### config.mk
export PLATFORM = sky130hd
export DESIGN_NAME = cpu_mem_arbiter
export DESIGN_NICKNAME = d
export VERILOG_FILES = /design/src/rtl/cpu_mem_arb_pkg.sv /design/src/rtl/cpu_mem_arb_pick.sv /design/src/rtl/cpu_mem_arbiter.sv
export SDC_FILE = /design/constraint.sdc
export NUM_CORES = 1
export LEC_CHECK = 0
export BUFFER_PORTS_ARGS = -buffer_cell sky130_fd_sc_hd__buf_2
export CORE_MARGIN = 2
export CORE_UTILIZATION = 24
export CTS_CLUSTER_SIZE = 40
export DETAILED_ROUTE_END_ITERATION = 7
export SETUP_SLACK_MARGIN = 0.5
export SYNTH_ARGS = -nofsm -noshare
export SYNTH_HDL_FRONTEND = slang
export SYNTH_SLANG_ARGS = --single-unit
### constraint.sdc
create_clock -name CLK -period 1.5 [get_ports CLK]
set_input_delay 0.3 -clock CLK [delete_from_list [all_inputs] [get_ports CLK]]
set_output_delay 0.3 -clock CLK [all_outputs]
set_load 0.005 [all_outputs]
### src/rtl/cpu_mem_arb_pkg.sv
// Shared encodings for the CPU memory-port arbiter: FSM states, requester ids
// and the full-word mask applied to reads.
package cpu_mem_arb_pkg;

    typedef enum logic [1:0] {
        IDLE  = 2'd0,
        ISSUE = 2'd1,
        RESP  = 2'd2
    } arb_state_t;

    typedef logic [1:0] req_id_t;

    localparam req_id_t REQ_D = 2'd0;
    localparam req_id_t REQ_F = 2'd1;
    localparam req_id_t REQ_X = 2'd2;

    localparam logic [1:0] READ_MASK = 2'b11;

endpackage

### src/rtl/cpu_mem_arb_pick.sv
// Combinational winner selection: data first, fetch/DMA round-robin, and a
// forced fetch/DMA grant once the starvation counter is due.
module cpu_mem_arb_pick
    import cpu_mem_arb_pkg::*;
(
    input  logic    d_req,
    input  logic    f_req,
    input  logic    x_req,
    input  logic    last_x,
    input  logic    starve_due,
    output req_id_t win_id,
    output logic    win_vld
);

    always_comb begin
        win_id  = REQ_D;
        win_vld = 1'b0;
        // A due starvation grant only overrides data when fetch/DMA is actually waiting.
        if (d_req && !(starve_due && (f_req || x_req))) begin
            win_id  = REQ_D;
            win_vld = 1'b1;
        end else if (f_req && x_req) begin
            win_id  = last_x ? REQ_F : REQ_X;
            win_vld = 1'b1;
        end else if (f_req) begin
            win_id  = REQ_F;
            win_vld = 1'b1;
        end else if (x_req) begin
            win_id  = REQ_X;
            win_vld = 1'b1;
        end
    end

endmodule

### src/rtl/cpu_mem_arbiter.sv
// Shares one memory port between data, fetch and DMA requesters, one transaction
// at a time. Define CPU_MEM_ARB_DMA_EN to enable the DMA (x_*) requester.
module cpu_mem_arbiter
    import cpu_mem_arb_pkg::*;
#(
    parameter int unsigned ADDRESS_BITS = 16,
    parameter int unsigned BITS         = 16,
    parameter int unsigned STARVE_LIMIT = 4
) (
    input  logic                    CLK,
    input  logic                    RSTb,
    input  logic                    d_req,
    input  logic                    d_we,
    input  logic [ADDRESS_BITS-1:0] d_addr,
    input  logic [BITS-1:0]         d_wdata,
    input  logic [1:0]              d_mask,
    input  logic                    f_req,
    input  logic [ADDRESS_BITS-1:0] f_addr,
    input  logic                    x_req,
    input  logic                    x_we,
    input  logic [ADDRESS_BITS-1:0] x_addr,
    input  logic [BITS-1:0]         x_wdata,
    input  logic [1:0]              x_mask,
    output logic                    d_ack,
    output logic                    f_ack,
    output logic                    x_ack,
    output logic [BITS-1:0]         d_rdata,
    output logic [BITS-1:0]         f_rdata,
    output logic [BITS-1:0]         x_rdata,
    output logic                    d_stall,
    output logic                    mem_valid,
    output logic                    mem_we,
    output logic [ADDRESS_BITS-1:0] mem_addr,
    output logic [BITS-1:0]         mem_wdata,
    output logic [1:0]              mem_mask,
    input  logic                    mem_ready,
    input  logic [BITS-1:0]         mem_rdata
);

`ifdef CPU_MEM_ARB_DMA_EN
    localparam logic DMA_EN = 1'b1;
`else
    localparam logic DMA_EN = 1'b0;
`endif

    localparam logic [3:0] STARVE_LIM = 4'(STARVE_LIMIT);

    arb_state_t              state_q, state_d;
    req_id_t                 id_q, id_d;
    logic [ADDRESS_BITS-1:0] addr_q, addr_d;
    logic [BITS-1:0]         wdata_q, wdata_d;
    logic [1:0]              mask_q, mask_d;
    logic                    we_q, we_d;
    logic                    last_x_q, last_x_d;
    logic [3:0]              starve_q, starve_d;
    logic [BITS-1:0]         d_rdata_q, d_rdata_d;
    logic [BITS-1:0]         f_rdata_q, f_rdata_d;
    logic [BITS-1:0]         x_rdata_q, x_rdata_d;

    logic    x_req_eff;
    logic    fx_pend;
    logic    starve_due;
    req_id_t win_id;
    logic    win_vld;

    assign x_req_eff  = x_req & DMA_EN;
    assign fx_pend    = f_req | x_req_eff;
    assign starve_due = (starve_q >= STARVE_LIM);

    cpu_mem_arb_pick u_pick (
        .d_req      (d_req),
        .f_req      (f_req),
        .x_req      (x_req_eff),
        .last_x     (last_x_q),
        .starve_due (starve_due),
        .win_id     (win_id),
        .win_vld    (win_vld)
    );

    always_ff @(posedge CLK or negedge RSTb) begin
        if (!RSTb) begin
            state_q   <= IDLE;
            id_q      <= REQ_D;
            addr_q    <= '0;
            wdata_q   <= '0;
            mask_q    <= READ_MASK;
            we_q      <= 1'b0;
            last_x_q  <= 1'b1;
            starve_q  <= 4'd0;
            d_rdata_q <= '0;
            f_rdata_q <= '0;
            x_rdata_q <= '0;
        end else begin
            state_q   <= state_d;
            id_q      <= id_d;
            addr_q    <= addr_d;
            wdata_q   <= wdata_d;
            mask_q    <= mask_d;
            we_q      <= we_d;
            last_x_q  <= last_x_d;
            starve_q  <= starve_d;
            d_rdata_q <= d_rdata_d;
            f_rdata_q <= f_rdata_d;
            x_rdata_q <= x_rdata_d;
        end
    end

    always_comb begin
        state_d = state_q;
        case (state_q)
            IDLE:    if (win_vld)   state_d = ISSUE;
            ISSUE:   if (mem_ready) state_d = RESP;
            RESP:                   state_d = IDLE;
            default:                state_d = IDLE;
        endcase
    end

    always_comb begin
        id_d      = id_q;
        addr_d    = addr_q;
        wdata_d   = wdata_q;
        mask_d    = mask_q;
        we_d      = we_q;
        last_x_d  = last_x_q;
        starve_d  = starve_q;
        d_rdata_d = d_rdata_q;
        f_rdata_d = f_rdata_q;
        x_rdata_d = x_rdata_q;

        if (state_q == IDLE && win_vld) begin
            id_d = win_id;
            case (win_id)
                REQ_F: begin
                    addr_d  = f_addr;
                    wdata_d = '0;
                    we_d    = 1'b0;
                    mask_d  = READ_MASK;
                end
                REQ_X: begin
                    addr_d  = x_addr;
                    wdata_d = x_wdata;
                    we_d    = x_we;
                    mask_d  = x_we ? x_mask : READ_MASK;
                end
                default: begin
                    addr_d  = d_addr;
                    wdata_d = d_wdata;
                    we_d    = d_we;
                    mask_d  = d_we ? d_mask : READ_MASK;
                end
            endcase

            // Saturating count of data grants that kept fetch/DMA waiting.
            if (win_id == REQ_D) begin
                if (fx_pend && starve_q != 4'hF)
                    starve_d = starve_q + 4'd1;
            end else begin
                starve_d = 4'd0;
                last_x_d = (win_id == REQ_X);
            end
        end

        if (state_q == ISSUE && mem_ready && !we_q) begin
            case (id_q)
                REQ_F:   f_rdata_d = mem_rdata;
                REQ_X:   x_rdata_d = mem_rdata;
                default: d_rdata_d = mem_rdata;
            endcase
        end
    end

    always_comb begin
        mem_valid = (state_q == ISSUE);
        mem_we    = (state_q == ISSUE) && we_q;
        mem_addr  = addr_q;
        mem_wdata = wdata_q;
        mem_mask  = mask_q;
        d_ack     = (state_q == RESP) && (id_q == REQ_D);
        f_ack     = (state_q == RESP) && (id_q == REQ_F);
        x_ack     = (state_q == RESP) && (id_q == REQ_X) && DMA_EN;
        d_rdata   = d_rdata_q;
        f_rdata   = f_rdata_q;
        x_rdata   = DMA_EN ? x_rdata_q : '0;
        d_stall   = d_req && !d_ack;
    end

endmodule

== Yosys cells after proc, flatten, opt, wreduce, memory -nomap -nowiden ==
Index checks and enable logic that the tools add are counted.
Operators by class
  eq/ne operators: 10
  reduce and logical (&&, ||, !) cells: 21
  divide/modulo/power cells: 0
  multiplexer cells: 15
  bitwise gates (word level): 1
  order comparisons: 1
  shift operators: 0
  multiply operators: 0
  add/subtract/negate cells: 1
Operators by type and width (count)
  16-bit one-hot mux with 2 select lines: 2
  1-bit logical AND: 10
  2-bit 2-to-1 mux: 5
  4-bit 2-to-1 mux: 2
  2-bit one-hot mux with 2 select lines: 2
  2-bit AND reduction: 4
  2-bit by 1-bit equality test with 1-bit output (second input constant): 3
  2-bit equality test (second input constant): 3
  2-bit logical NOT: 3
  4-bit by 1-bit adder with 4-bit output (second input constant): 1
  4-bit by 3-bit greater-or-equal comparator with 1-bit output (second input constant): 1
  2-bit by 1-bit != test with 1-bit output (second input constant): 2
  4-bit != test (second input constant): 1
  1-bit logical NOT: 3
  1-bit 2-to-1 mux: 3
  2-bit != test (second input constant): 1
  1-bit one-hot mux with 2 select lines: 1
  2-bit OR reduction: 1
  1-bit NOT: 1
Storage, ports and cells
  output and inout port bits: 88
  ROM bits: 0
  logic and storage cells: 58
  memories: 0
  memory bits (writable): 0
  input port bits: 108
  latch bits: 0
  bits in registers: 75

== Logic depth before layout (Yosys ltp) ==
  depth after elaboration: 8
  gate-level depth with buffers: 6
  depth with buffers taken out: 3

== Cells and area by module ==
From an unflattened synthesis, not the netlist that was laid out.
Unflattened totals
  cell total of the unflattened synthesis: 347
  area, all modules: 3757.4 µm²
By module, submodules not included
  cpu_mem_arbiter: times used 1, area an instance 3721.1 µm², seq. area each 1905.6 µm², cells an instance 341
  cpu_mem_arb_pick: times used 1, area an instance 36.3 µm², seq. area each 0.0 µm², cells an instance 6

== Worst setup path after synthesis ==
OpenSTA, ideal clock, no wires.
  path kind: reg-to-reg
  start: register state_q[1]
  end: register d_rdata_q[10] (netlist: d_rdata[10])
  cell stages (with the launch flop): 6
  slack: -42 ps
  library setup time: 125 ps
  data arrival time: 1417 ps
  buffers on the path: 2
  data required time: 1375 ps
  cells stage by stage: dfrtp_1 > nor2b_4 > and4bb_2 > buf_4 > buf_6 > mux2_2
On the way
  word-level cells in the longest chain between the ends: 4
RTL lines
  start: declaration: RTL line cpu_mem_arbiter.sv:48  | arb_state_t state_q, state_d;
  start signal: assignment: RTL line cpu_mem_arbiter.sv:94  | state_q <= state_d;
  2-bit by 1-bit equality test with 1-bit output
  named net mem_valid: RTL line cpu_mem_arbiter.sv:31  | output logic mem_valid,
  1-bit logical AND (2 in a row): RTL line cpu_mem_arbiter.sv:163  | if (state_q == ISSUE && mem_ready && !we_q) begin
  2-bit AND reduction (no line)
  end signal: assignment: RTL line cpu_mem_arbiter.sv:102  | d_rdata_q <= d_rdata_d;
  end: declaration: RTL line cpu_mem_arbiter.sv:56  | logic [BITS-1:0] d_rdata_q, d_rdata_d;
The timed path passes the listed nets, and every way through them passes these cells.
A chain may end at the register's enable or synchronous reset.

== Worst setup path in the final report ==
  start: register state_q[1]
  end: output port mem_we
On the way
  word-level cells in the longest chain between the ends: 2
RTL lines
  2-bit by 1-bit equality test with 1-bit output: RTL line cpu_mem_arbiter.sv:174  | mem_we = (state_q == ISSUE) && we_q;
  1-bit logical AND: RTL line cpu_mem_arbiter.sv:174
  end: declaration: RTL line cpu_mem_arbiter.sv:32  | output logic mem_we,
Every way passes these cells.

==> results.md <==
* Worst Path Required at 1.20 ns
* Drt total wl at 11000 µm
* Via count at 3074
* Async set-reset flop share out of synthesis at 1.00
* DRT antenna net count at 0
* Worst setup margin at -0.0288 ns
* Final period utilization at 1.02
* Initial antenna violation count at 0
* Port bufs at 142
* Total CTS buffers at 9
* Flops & latches, synth at 74
* Avg Inst Size Synth at 12.3 µm²
* Synth top cells by count: dfrtp_1, nand3_1, mux2_2
* Post-Route Skew at 0.00444 ns
* CP peak stage delay at 0.44 ns
* Placed cell area at 0.00462 mm²
* HP Class: input pin to asynchronous set/reset pin
* Post-synth EDFFs at 0
* Clock latency on the worst-skew pair at 0.33 ns
* Clock sinks at 74
* Slowest cell on the critical path: dfrtp_2
* Sequential-to-total area share from yosys stat at 0.548
* Leading area contributor after synthesis: dfrtp_1
* Wire length on met1 at 4540 µm
* Vias in the first global route at 3026
* Starting Density at 0.245
* Top Layer Used: met4
* Worst r2r path cells at 6
* Area of the mapped netlist at 0.00338 mm²
* Global Route Usage Sum at 0.141
* Share of layout cells above drive strength 1 at 0.699
* Pins Over Slew Limit at 0
* Worst path most repeated cell: buf_6
* Violated checks: negative hold slack, negative setup slack
* DP HPWL at 6680 µm
* Final hold violations at 23
* H-tree Lvls at 3
* Chip Height at 123 µm
* Die Width at 123 µm
* Leading post-synthesis cells by cell area: dfrtp_1, mux2_2, nand3_1
* RSZ-0062 raised after global routing: yes
* # rows at 43
* Peak VDD IR at 0.728 mV
* Mapped Cells at 275
* CP max FO at 5
* Global-route wire length before repair at 16000 µm
* PD cells at 2100 mW/mm²
* Outcome: finished, violations left
* Maximum Capacitance Violations at 0
* Number of diodes at 0
* Reg clk slew, reported paths at 0.06 ns
* Most frequent cell after synthesis: dfrtp_1
* CP Cell Sequence: nor2b_4 > buf_6 > and2_4 > buf_6
* # nets final at 599
* CTS root buf: clkbuf_16
* DR WL met2 at 5680 µm
* CP top delay family: flip-flops
* GP Congestion at 0.714
* Total gr overflow at 0
* WHS at -0.109 ns
* Detailed Routing Iterations Pass 1 at 4
* Flop-to-flop setup slack at -0.02 ns
* # fillers at 1293
* Netlist cell types at 36
* Final setup viols at 6
* F_max at 0.654 GHz
* Core area at 0.0138 mm²
* Final non-filler cell area at 0.00606 mm²
* Io pins at 196
* Crit path kind: flop to output pin
* Yosys warns at 0
* Routed len/inst at 16.3 µm
* TritonCTS clock tree: built
* R2R Path Start: state_q[1]
* Top FF cell, synth: dfrtp_1
* Clock Path Buffers at 2
* Pleak at 2.93 nW
* Crit path buffers/inverters at 2
* CP endpoint kind: output pin
* Largest net degree at the start of global routing at 37
* Arrival time of the worst setup path at 1.23 ns
* RR Endpoint: f_rdata[5]
* CP Launch Type: flop
* Post-synth top area share at 0.533
* Initial DRC Count at 119
* Post-route DRC at 0
* Vias per Instance at 4.55
* Routed wl met3 at 567 µm
* Area grow syn2layout at 79.2%
* Die ar. at 0.0151 mm²
* Fin crit period at 1.53 ns
through the flow:
step | cells | worst slack, ns | TNS (ns) | power [mW] | utilization
floorplan | 291 | -0.0197 | -0.197 | 5.95 | -
global placement | 595 | 0.0390 | 0 | 7.60 | 0.334
detailed placement | 595 | 0.0322 | 0 | 7.73 | 0.334
CTS | 649 | -0.0411 | -0.272 | 11.8 | 0.405
global route | 675 | -0.0952 | -1.26 | 13.5 | 0.438
finish | 675 | -0.0288 | -0.105 | 12.7 | 0.438
where the power goes:
| part | switching, mW | internal, mW |
|---|---|---|
| clock network | 0.850 | 1.67 |
| registers | 0.540 | 2.95 |
| logic | 2.58 | 4.13 |
worst reg2reg max path, stage by stage, from the launching register on:
cell,delay [ns]
dfrtp_2,0.44
nor2b_4,0.13
buf_6,0.11
buf_6,0.10
nand4b_4,0.12
clkbuf_16,0.20
mux2_4,0.30
registers in the layout (all words and copies together) (netlist names):
register,cells
we_q,1
id_q,1
mem_wdata,16
mem_mask,2
starve_q,4
state_q,2
d_rdata,16
mem_addr,16
f_rdata,16
worst max-delay path by stage:
stage	from	end	slack, ns	cells past startpoint
6_report	state_q[1]	mem_we	-0.03	4
5_1_grt	state_q[0]	d_stall	-0.1	4
4_1_cts	state_q[0]	d_stall	-0.04	4
3_5_place_dp	state_q[0]	starve_q[0]	0.03	4
3_3_place_gp	state_q[1]	d_rdata[2]	0.04	4
2_1_floorplan	state_q[1]	d_rdata[10]	-0.02	5
final cells by class:
type	instances	area [µm²]	share of cell area
Clock inverter	6	114	0.0188
Sequential cell	74	1860	0.306
Inverter	19	71.3	0.0118
Timing Repair Buffer	228	1800	0.296
Clock buffer	10	239	0.0394
Multi-Input combinational cell	158	1760	0.290
Tap cell	180	225	0.0372
cells by family after synthesis:
family                     count (synthesis)  share of synthesized area
AOI/OAI and AO/OA                         40                      0.102
adders and majority gates                  1                    0.00370
buffers and inverters                     59                      0.107
DFF                                       74                      0.548
muxes                                     35                      0.119
other                                      1                    0.00111
and+or+nand+nor                           65                      0.120
timing repair:
item,4_1_cts,5_1_grt
endpoints found under the setup margin,144,145
gates resized for setup,40,39
pin swaps,15,13
setup buffers,29,24
hold endpoints to repair,23,23
gates cloned,9,2
placed cells by master, fill, tap and decap left out, types with 2 or more instances in the layout:
cell type / synthesis / layout
and2_4: 2 / 4
conb_1: 1 / 17
buf_8: 0 / 3
clkbuf_16: 0 / 11
o2bb2ai_4: 0 / 7
dfstp_2: 2 / 2
bufinv_16: 0 / 3
inv_1: 19 / 19
nand3_2: 0 / 15
o2bb2ai_2: 0 / 9
buf_4: 18 / 52
dfrtp_1: 72 / 71
nor2_4: 0 / 2
a31oi_4: 0 / 2
mux2_2: 30 / 13
buf_16: 0 / 9
buf_12: 0 / 11
a21oi_1: 2 / 2
buf_2: 3 / 137
clkinvlp_4: 0 / 2
mux2_4: 2 / 22
o221ai_2: 2 / 15
nand4_1: 16 / 16
nand3_1: 32 / 16
buf_6: 9 / 14
a22o_1: 2 / 2
routing by layer:
layer / vias to the layer above / GRT usage
met5: - / 0
met4: 0 / 0.0582
met3: 16 / 0.0344
met2: 104 / 0.229
met1: 1549 / 0.178
li1: 1405 / -
Note: power is estimated with default switching activity, not from simulation.
